--- config.mk ---
export PLATFORM = sky130hd
export DESIGN_NAME = led7219_rx
export DESIGN_NICKNAME = d
export VERILOG_FILES = /design/src/rtl/led7219_pkg.sv /design/src/rtl/sync_edge.sv /design/src/rtl/led7219_rx.sv
export SDC_FILE = /design/constraint.sdc
export NUM_CORES = 1
export LEC_CHECK = 0
export ABC_CLOCK_PERIOD_IN_PS = 15860
export BUFFER_PORTS_ARGS = -buffer_cell sky130_fd_sc_hd__buf_2
export CAP_MARGIN = 25
export CORE_ASPECT_RATIO = 1.2
export CORE_MARGIN = 5
export CORE_UTILIZATION = 55
export DETAILED_ROUTE_END_ITERATION = 6
export HOLD_SLACK_MARGIN = 0.15
export PLACE_DENSITY = 0.79
export SETUP_SLACK_MARGIN = 0.4
export SLEW_MARGIN = 20
export SYNTH_ARGS = -nofsm -noshare
export SYNTH_HDL_FRONTEND = slang
export SYNTH_SLANG_ARGS = --single-unit
--- constraint.sdc ---
create_clock -name clk -period 15.86 [get_ports clk]
set_input_delay 3.172 -clock clk [delete_from_list [all_inputs] [get_ports clk]]
set_output_delay 3.172 -clock clk [all_outputs]
set_load 0.05 [all_outputs]
--- src/rtl/led7219_pkg.sv ---
// Shared MAX7219 definitions: register map, word geometry and receiver FSM states.
package led7219_pkg;
    localparam int WORD_BITS = 16;
    localparam int DIGITS    = 8;

    localparam logic [3:0] NOOP      = 4'h0;
    localparam logic [3:0] DIGIT0    = 4'h1;
    localparam logic [3:0] DECODE    = 4'h9;
    localparam logic [3:0] INTENSITY = 4'hA;
    localparam logic [3:0] SCANLIMIT = 4'hB;
    localparam logic [3:0] SHUTDOWN  = 4'hC;
    localparam logic [3:0] TEST      = 4'hF;

    typedef enum logic {IDLE, UNPACK} rx_state_t;
endpackage

--- src/rtl/sync_edge.sv ---
// N-stage synchronizer for one asynchronous line, followed by rise/fall detection.
module sync_edge #(
    parameter int STAGES = 2
) (
    input  logic clk,
    input  logic rst,
    input  logic d,
    output logic level,
    output logic rise,
    output logic fall
);
    logic [STAGES-1:0] sync;
    logic              prev;

    always_ff @(posedge clk or posedge rst) begin
        if (rst) begin
            sync <= '0;
            prev <= 1'b0;
        end else begin
            sync <= {sync[STAGES-2:0], d};
            prev <= sync[STAGES-1];
        end
    end

    assign level = sync[STAGES-1];
    assign rise  = level & ~prev;
    assign fall  = ~level & prev;
endmodule

--- src/rtl/led7219_rx.sv ---
// MAX7219 chain receiver: reassembles CS-framed chain words, replays them as
// per-device register writes and mirrors the digit/shutdown registers.
module led7219_rx
    import led7219_pkg::*;
#(
    parameter int NDEV        = 4,
    parameter int SYNC_STAGES = 2,
    localparam int DW = (NDEV > 1) ? $clog2(NDEV) : 1
) (
    input  logic                 clk,
    input  logic                 rst,
    input  logic                 leds_in,
    input  logic                 leds_cs,
    input  logic                 leds_clk,
    output logic                 wr_valid,
    output logic [DW-1:0]        wr_dev,
    output logic [3:0]           wr_addr,
    output logic [7:0]           wr_data,
    output logic [64*NDEV-1:0]   display,
    output logic [NDEV-1:0]      shutdown_n,
    output logic                 frame_error
);
    localparam int FB = WORD_BITS * NDEV;
    localparam int CW = $clog2(FB + 2);

    logic din_lvl, cs_lvl, cs_rise, sclk_rise;
    logic din_unused_r, din_unused_f, cs_unused_f, sclk_unused_l, sclk_unused_f;

    sync_edge #(.STAGES(SYNC_STAGES)) u_din (
        .clk(clk), .rst(rst), .d(leds_in),
        .level(din_lvl), .rise(din_unused_r), .fall(din_unused_f));
    sync_edge #(.STAGES(SYNC_STAGES)) u_cs (
        .clk(clk), .rst(rst), .d(leds_cs),
        .level(cs_lvl), .rise(cs_rise), .fall(cs_unused_f));
    sync_edge #(.STAGES(SYNC_STAGES)) u_sclk (
        .clk(clk), .rst(rst), .d(leds_clk),
        .level(sclk_unused_l), .rise(sclk_rise), .fall(sclk_unused_f));

    logic            armed, shift, frame_end, frame_ok;
    logic [FB-1:0]   sr, sr_n, hold;
    logic [CW-1:0]   cnt, cnt_n;
    logic [DW-1:0]   idx;
    logic [15:0]     word;
    rx_state_t       state, state_n;

    // A clock edge coinciding with cs-rise still belongs to the closing frame.
    always_comb begin
        shift     = armed && sclk_rise && (!cs_lvl || cs_rise);
        sr_n      = shift ? {sr[FB-2:0], din_lvl} : sr;
        cnt_n     = cnt;
        if (shift && cnt != CW'(FB + 1))
            cnt_n = cnt + 1'b1;
        frame_end = armed && cs_rise;
        frame_ok  = frame_end && (cnt_n == CW'(FB)) && (state == IDLE);
    end

    always_ff @(posedge clk or posedge rst) begin
        if (rst) begin
            armed       <= 1'b0;
            sr          <= '0;
            cnt         <= '0;
            hold        <= '0;
            frame_error <= 1'b0;
        end else begin
            armed <= armed | cs_lvl;
            sr    <= sr_n;
            cnt   <= frame_end ? '0 : cnt_n;
            if (frame_ok)
                hold <= sr_n;
            if (frame_end && cnt_n != '0 && !frame_ok)
                frame_error <= 1'b1;
        end
    end

    always_ff @(posedge clk or posedge rst) begin
        if (rst) begin
            state <= IDLE;
            idx   <= '0;
        end else begin
            state <= state_n;
            idx   <= (state == UNPACK && idx != DW'(NDEV - 1)) ? idx + 1'b1 : '0;
        end
    end

    always_comb begin
        state_n = state;
        case (state)
            IDLE:    if (frame_ok) state_n = UNPACK;
            UNPACK:  if (idx == DW'(NDEV - 1)) state_n = IDLE;
            default: state_n = IDLE;
        endcase
    end

    always_comb begin
        word     = hold[WORD_BITS*idx +: WORD_BITS];
        wr_valid = (state == UNPACK);
        wr_dev   = wr_valid ? idx : '0;
        wr_addr  = wr_valid ? word[11:8] : 4'h0;
        wr_data  = wr_valid ? word[7:0] : 8'h00;
    end

    always_ff @(posedge clk or posedge rst) begin
        if (rst) begin
            display    <= '0;
            shutdown_n <= '0;
        end else if (wr_valid) begin
            for (int d = 0; d < NDEV; d++) begin
                if (wr_dev == DW'(d)) begin
                    for (int a = 0; a < DIGITS; a++)
                        if (wr_addr == 4'(DIGIT0 + a))
                            display[64*d + 8*a +: 8] <= wr_data;
                    if (wr_addr == SHUTDOWN)
                        shutdown_n[d] <= wr_data[0];
                end
            end
        end
    end
endmodule
==> flow_summary.rst <==
.. list-table::
   :header-rows: 1

   * - Metric
     - Value
   * - Outcome
     - completed
   * - Hold Crit Class
     - flop to flop
   * - Crit path DAT
     - 2.91 ns
   * - Relative area change from synthesis to final layout
     - 19.71%
   * - Synth top area cells
     - sky130_fd_sc_hd__dfrtp_1 (64%), sky130_fd_sc_hd__mux2_2 (18%), sky130_fd_sc_hd__nand2_1 (6.5%)
   * - Family of cells with the greatest summed delay on the critical path
     - buffers and inverters
   * - Post-Layout Inst Area
     - 18110 sq um
   * - Worst slack at placement
     - 10.36 ns
   * - Half-perimeter wire length of the detailed placement result
     - 25620 um
   * - Number of post-CTS setup repair buffers
     - 0
   * - Vias in the first global route
     - 10290
   * - Number of nets at the end of the flow
     - 1456
   * - Count of antenna diodes in the layout
     - 0
   * - Setup TNS Final
     - 0 ns
   * - CP dominant cell by count
     - sky130_fd_sc_hd__buf_4
   * - Post-CTS Hold Fix Bufs
     - 0
   * - Slowest cell on crit path
     - sky130_fd_sc_hd__nand2b_1
   * - Post-route clock period utilization
     - 0.3837
   * - H-tree levels
     - 2
   * - Endpoint of the worst-slack reg-to-reg timing path
     - display[28]
   * - Final hold violations
     - 0
   * - Sum of routed wire length over all layers
     - approximately 38000 um
   * - Most used flip-flop cell after synthesis
     - sky130_fd_sc_hd__dfrtp_1
   * - Mapped Cells
     - 1172
   * - Final hold slack
     - ~0.35 ns
   * - Routed len/inst
     - around 21 um
   * - Vias after detailed routing
     - between 10000 and 15000
   * - CP endpoint kind
     - primary output
   * - Worst-path clk slew
     - roughly 0.060 ns
   * - Gpl congestion
     - 0.8441
   * - Setup violation total in the final timing report
     - 0
   * - Worst-path fanout max
     - 31
   * - Row count
     - 66
   * - X dimension of the die
     - 161.4 um
   * - Final WS setup
     - 9.775 ns
   * - Number of routed nets with antenna violations
     - 0
   * - Number of antenna violations at the first check in global routing
     - 0
   * - Standard cell area after detailed placement
     - 16840 sq um
   * - Share of cells above drive strength 1
     - 0.4348
   * - Post-synth design cell area
     - 15130 sq um
   * - Final period demand of the worst path
     - just over 6 ns
   * - Die footprint
     - 30940 sq um
   * - Fraction of the yosys area taken by sequential cells
     - 0.6416
   * - Area share of the largest cell type after synthesis
     - 0.6416
   * - Start point of the critical path
     - idx[1]
   * - Post-synthesis sequential element count
     - 388
   * - Launching element type of the critical path
     - flop
   * - Number of optimization iterations in the first detailed-route pass
     - 5
   * - Utilization after layout
     - 0.6668
   * - Synth async-reset ratio
     - 1.000
   * - Number of warnings printed during yosys synthesis
     - 0
   * - Largest incremental delay on the critical path
     - 0.46 ns
   * - Max-slew violation count
     - 0
   * - Worst R2R Start
     - idx[0]
   * - Transition at the pin with the smallest max-transition slack
     - 0.9244 ns
   * - Count of distinct cell types in the synthesized netlist
     - 43
   * - DRC violations left
     - 0
   * - Chip Height
     - 191.7 um
   * - Vias/cell
     - around 5.6
   * - Filler Cells Inserted
     - 1907
   * - Count of input and output buffers
     - 280
   * - Worst rel slew slack
     - 0.3837
   * - CTS Root Buffer Type
     - sky130_fd_sc_hd__clkbuf_16
   * - Crit path to
     - wr_data[1]
   * - TritonCTS clock tree
     - yes
   * - Average cell area after synthesis
     - 12.91 sq um
   * - CP Data Required Time
     - 12.69 ns
   * - Leading post-synthesis cells by instance count
     - sky130_fd_sc_hd__dfrtp_1 (388), sky130_fd_sc_hd__nand2_1 (264), sky130_fd_sc_hd__mux2_2 (246), sky130_fd_sc_hd__o21ai_0 (75), sky130_fd_sc_hd__clkbuf_1 (38)
   * - GRT overflow
     - 0
   * - First-pass GRT wire length
     - 58810 um
   * - Critical path class
     - flop to primary output
   * - Count of flip-flops with a built-in enable after synthesis
     - 0
   * - Maximum number of pins on one net before global-route repair
     - 182
   * - Maximum capacitance violations
     - 0
   * - Max VDD drop
     - 84.90 uV
   * - Most frequently used cell type in the post-synthesis netlist
     - sky130_fd_sc_hd__dfrtp_1
   * - Max Clock Skew
     - 0.02710 ns
   * - Reg-to-reg setup timing slack
     - 12.72 ns
   * - Clock insertion delay at the later pin of the skew report
     - 0.52 ns
   * - Cells along the critical path
     - buf_4 -> mux2_2 -> o21ai_0 -> nand2b_1 -> inv_1 -> buf_4 -> buf_2
   * - Maximum operating frequency
     - around 160 MHz
   * - CTS sink count
     - 388
   * - Total routing resource utilization after global routing
     - 0.2408
   * - Mapped Nets
     - between 1000 and 1500
   * - Deepest clock path buffer count
     - 3
   * - Area of the placeable core
     - between 20000 and 30000 sq um
   * - Cell type with the largest total area after synthesis
     - sky130_fd_sc_hd__dfrtp_1
   * - Total power density per cell area
     - about 110 nW/um^2
   * - First-iteration detailed-routing DRC count
     - 686
   * - Seq. cell area
     - 9709 sq um
   * - Depth of the worst register-to-register path
     - 4
   * - Top Ports
     - 281
   * - RSZ-0062 raised after global routing
     - no
   * - Cts bufs inserted
     - 38
   * - Multi-input combinational cell area
     - 5124 sq um
   * - Critical path depth
     - 7
   * - Buffers and inverters on the worst path
     - 4
   * - Cells resized by post-CTS repair
     - 0
   * - Leak
     - roughly 10 nW
   * - Starting Density
     - 0.5570
==> registers in the layout, summed over array words and instances (netlist names), named ones only <==
name         count
u_din.sync       2
u_sclk.prev      1
u_sclk.sync      2
u_cs.prev        1
frame_error      1
wr_valid         1
idx              2
display        256
armed            1
sr              48
hold            48
cnt              7
u_cs.sync        2
shutdown_n       4
==> layer usage <==
metal | wire [um] | vias to the layer above | global-route usage
li1 | - | 4487 | -
met1 | 15250 | 5201 | 0.3197
met2 | 18980 | 360 | 0.4013
met3 | 2457 | 72 | 0.04593
met4 | 1259 | 0 | 0.08533
met5 | 0 | - | 0
==> layout by cell type, fill, tap and decap left out, types with 4 or more instances in the layout <==
cell,instances
sky130_fd_sc_hd__dfrtp_1,388
sky130_fd_sc_hd__buf_2,280
sky130_fd_sc_hd__nand2_1,264
sky130_fd_sc_hd__mux2_2,246
sky130_fd_sc_hd__o21ai_0,75
sky130_fd_sc_hd__clkbuf_16,38
sky130_fd_sc_hd__nor2_2,20
sky130_fd_sc_hd__nor2_1,14
sky130_fd_sc_hd__inv_1,13
sky130_fd_sc_hd__buf_4,12
sky130_fd_sc_hd__nand2b_1,10
sky130_fd_sc_hd__mux2i_1,8
sky130_fd_sc_hd__clkinv_2,8
sky130_fd_sc_hd__nand3_1,7
sky130_fd_sc_hd__nor3_1,7
sky130_fd_sc_hd__clkbuf_8,6
sky130_fd_sc_hd__and2_1,5
sky130_fd_sc_hd__bufinv_16,5
sky130_fd_sc_hd__mux4_2,4
sky130_fd_sc_hd__or3_1,4
sky130_fd_sc_hd__nor2_8,4
sky130_fd_sc_hd__xor2_1,4
sky130_fd_sc_hd__mux2_1,4
sky130_fd_sc_hd__clkbuf_1,4
==> cells by family (layout without fill, tap and decap cells) <==
family,after synthesis,after routing,share of synthesized area
AO/OA/AOI/OAI,86,86,0.02985
buffers and inverters,72,372,0.02059
multiplexers,262,262,0.1973
AND/OR/NAND/NOR,355,355,0.1047
XOR/XNOR,6,6,0.003473
flip-flops,388,388,0.6416
adder cells (fa/ha/maj),3,3,0.002481
==> worst min-delay path by stage <==
stage	from	to	slack, ns	cells after the start
floorplan	u_cs.sync[0]	u_cs.sync[1]	0.33	0
global placement	u_din.sync[0]	u_din.sync[1]	0.33	0
detailed placement	u_cs.sync[0]	u_cs.sync[1]	0.33	0
CTS	u_din.sync[0]	u_din.sync[1]	0.35	0
global route	u_cs.sync[0]	u_cs.sync[1]	0.35	0
finish	u_din.sync[0]	u_din.sync[1]	0.35	0
==> area by class of cell <==
cell class,instances,area share
clock inverters,16,0.01243
inverters,14,0.003315
multi-input cells,712,0.2828
well taps,340,0.02348
clock buffers,48,0.05788
repair buffers,294,0.08406
flip-flops and latches,388,0.5360
==> report_power, final <==
part	switching, mW	internal, mW	leakage [nW]
sequential	0.00723	1.00	5.38
combinational	0.0348	0.00899	3.96
clock	0.372	0.550	0.631
==> per-stage QoR <==
step,total power [mW],instances
2_1_floorplan,1.057,1172
3_3_place_gp,1.069,1748
3_5_place_dp,1.070,1748
4_1_cts,1.984,1812
5_1_grt,2.034,1812
6_report,1.973,1812
Power figures use the tool's default switching activity.
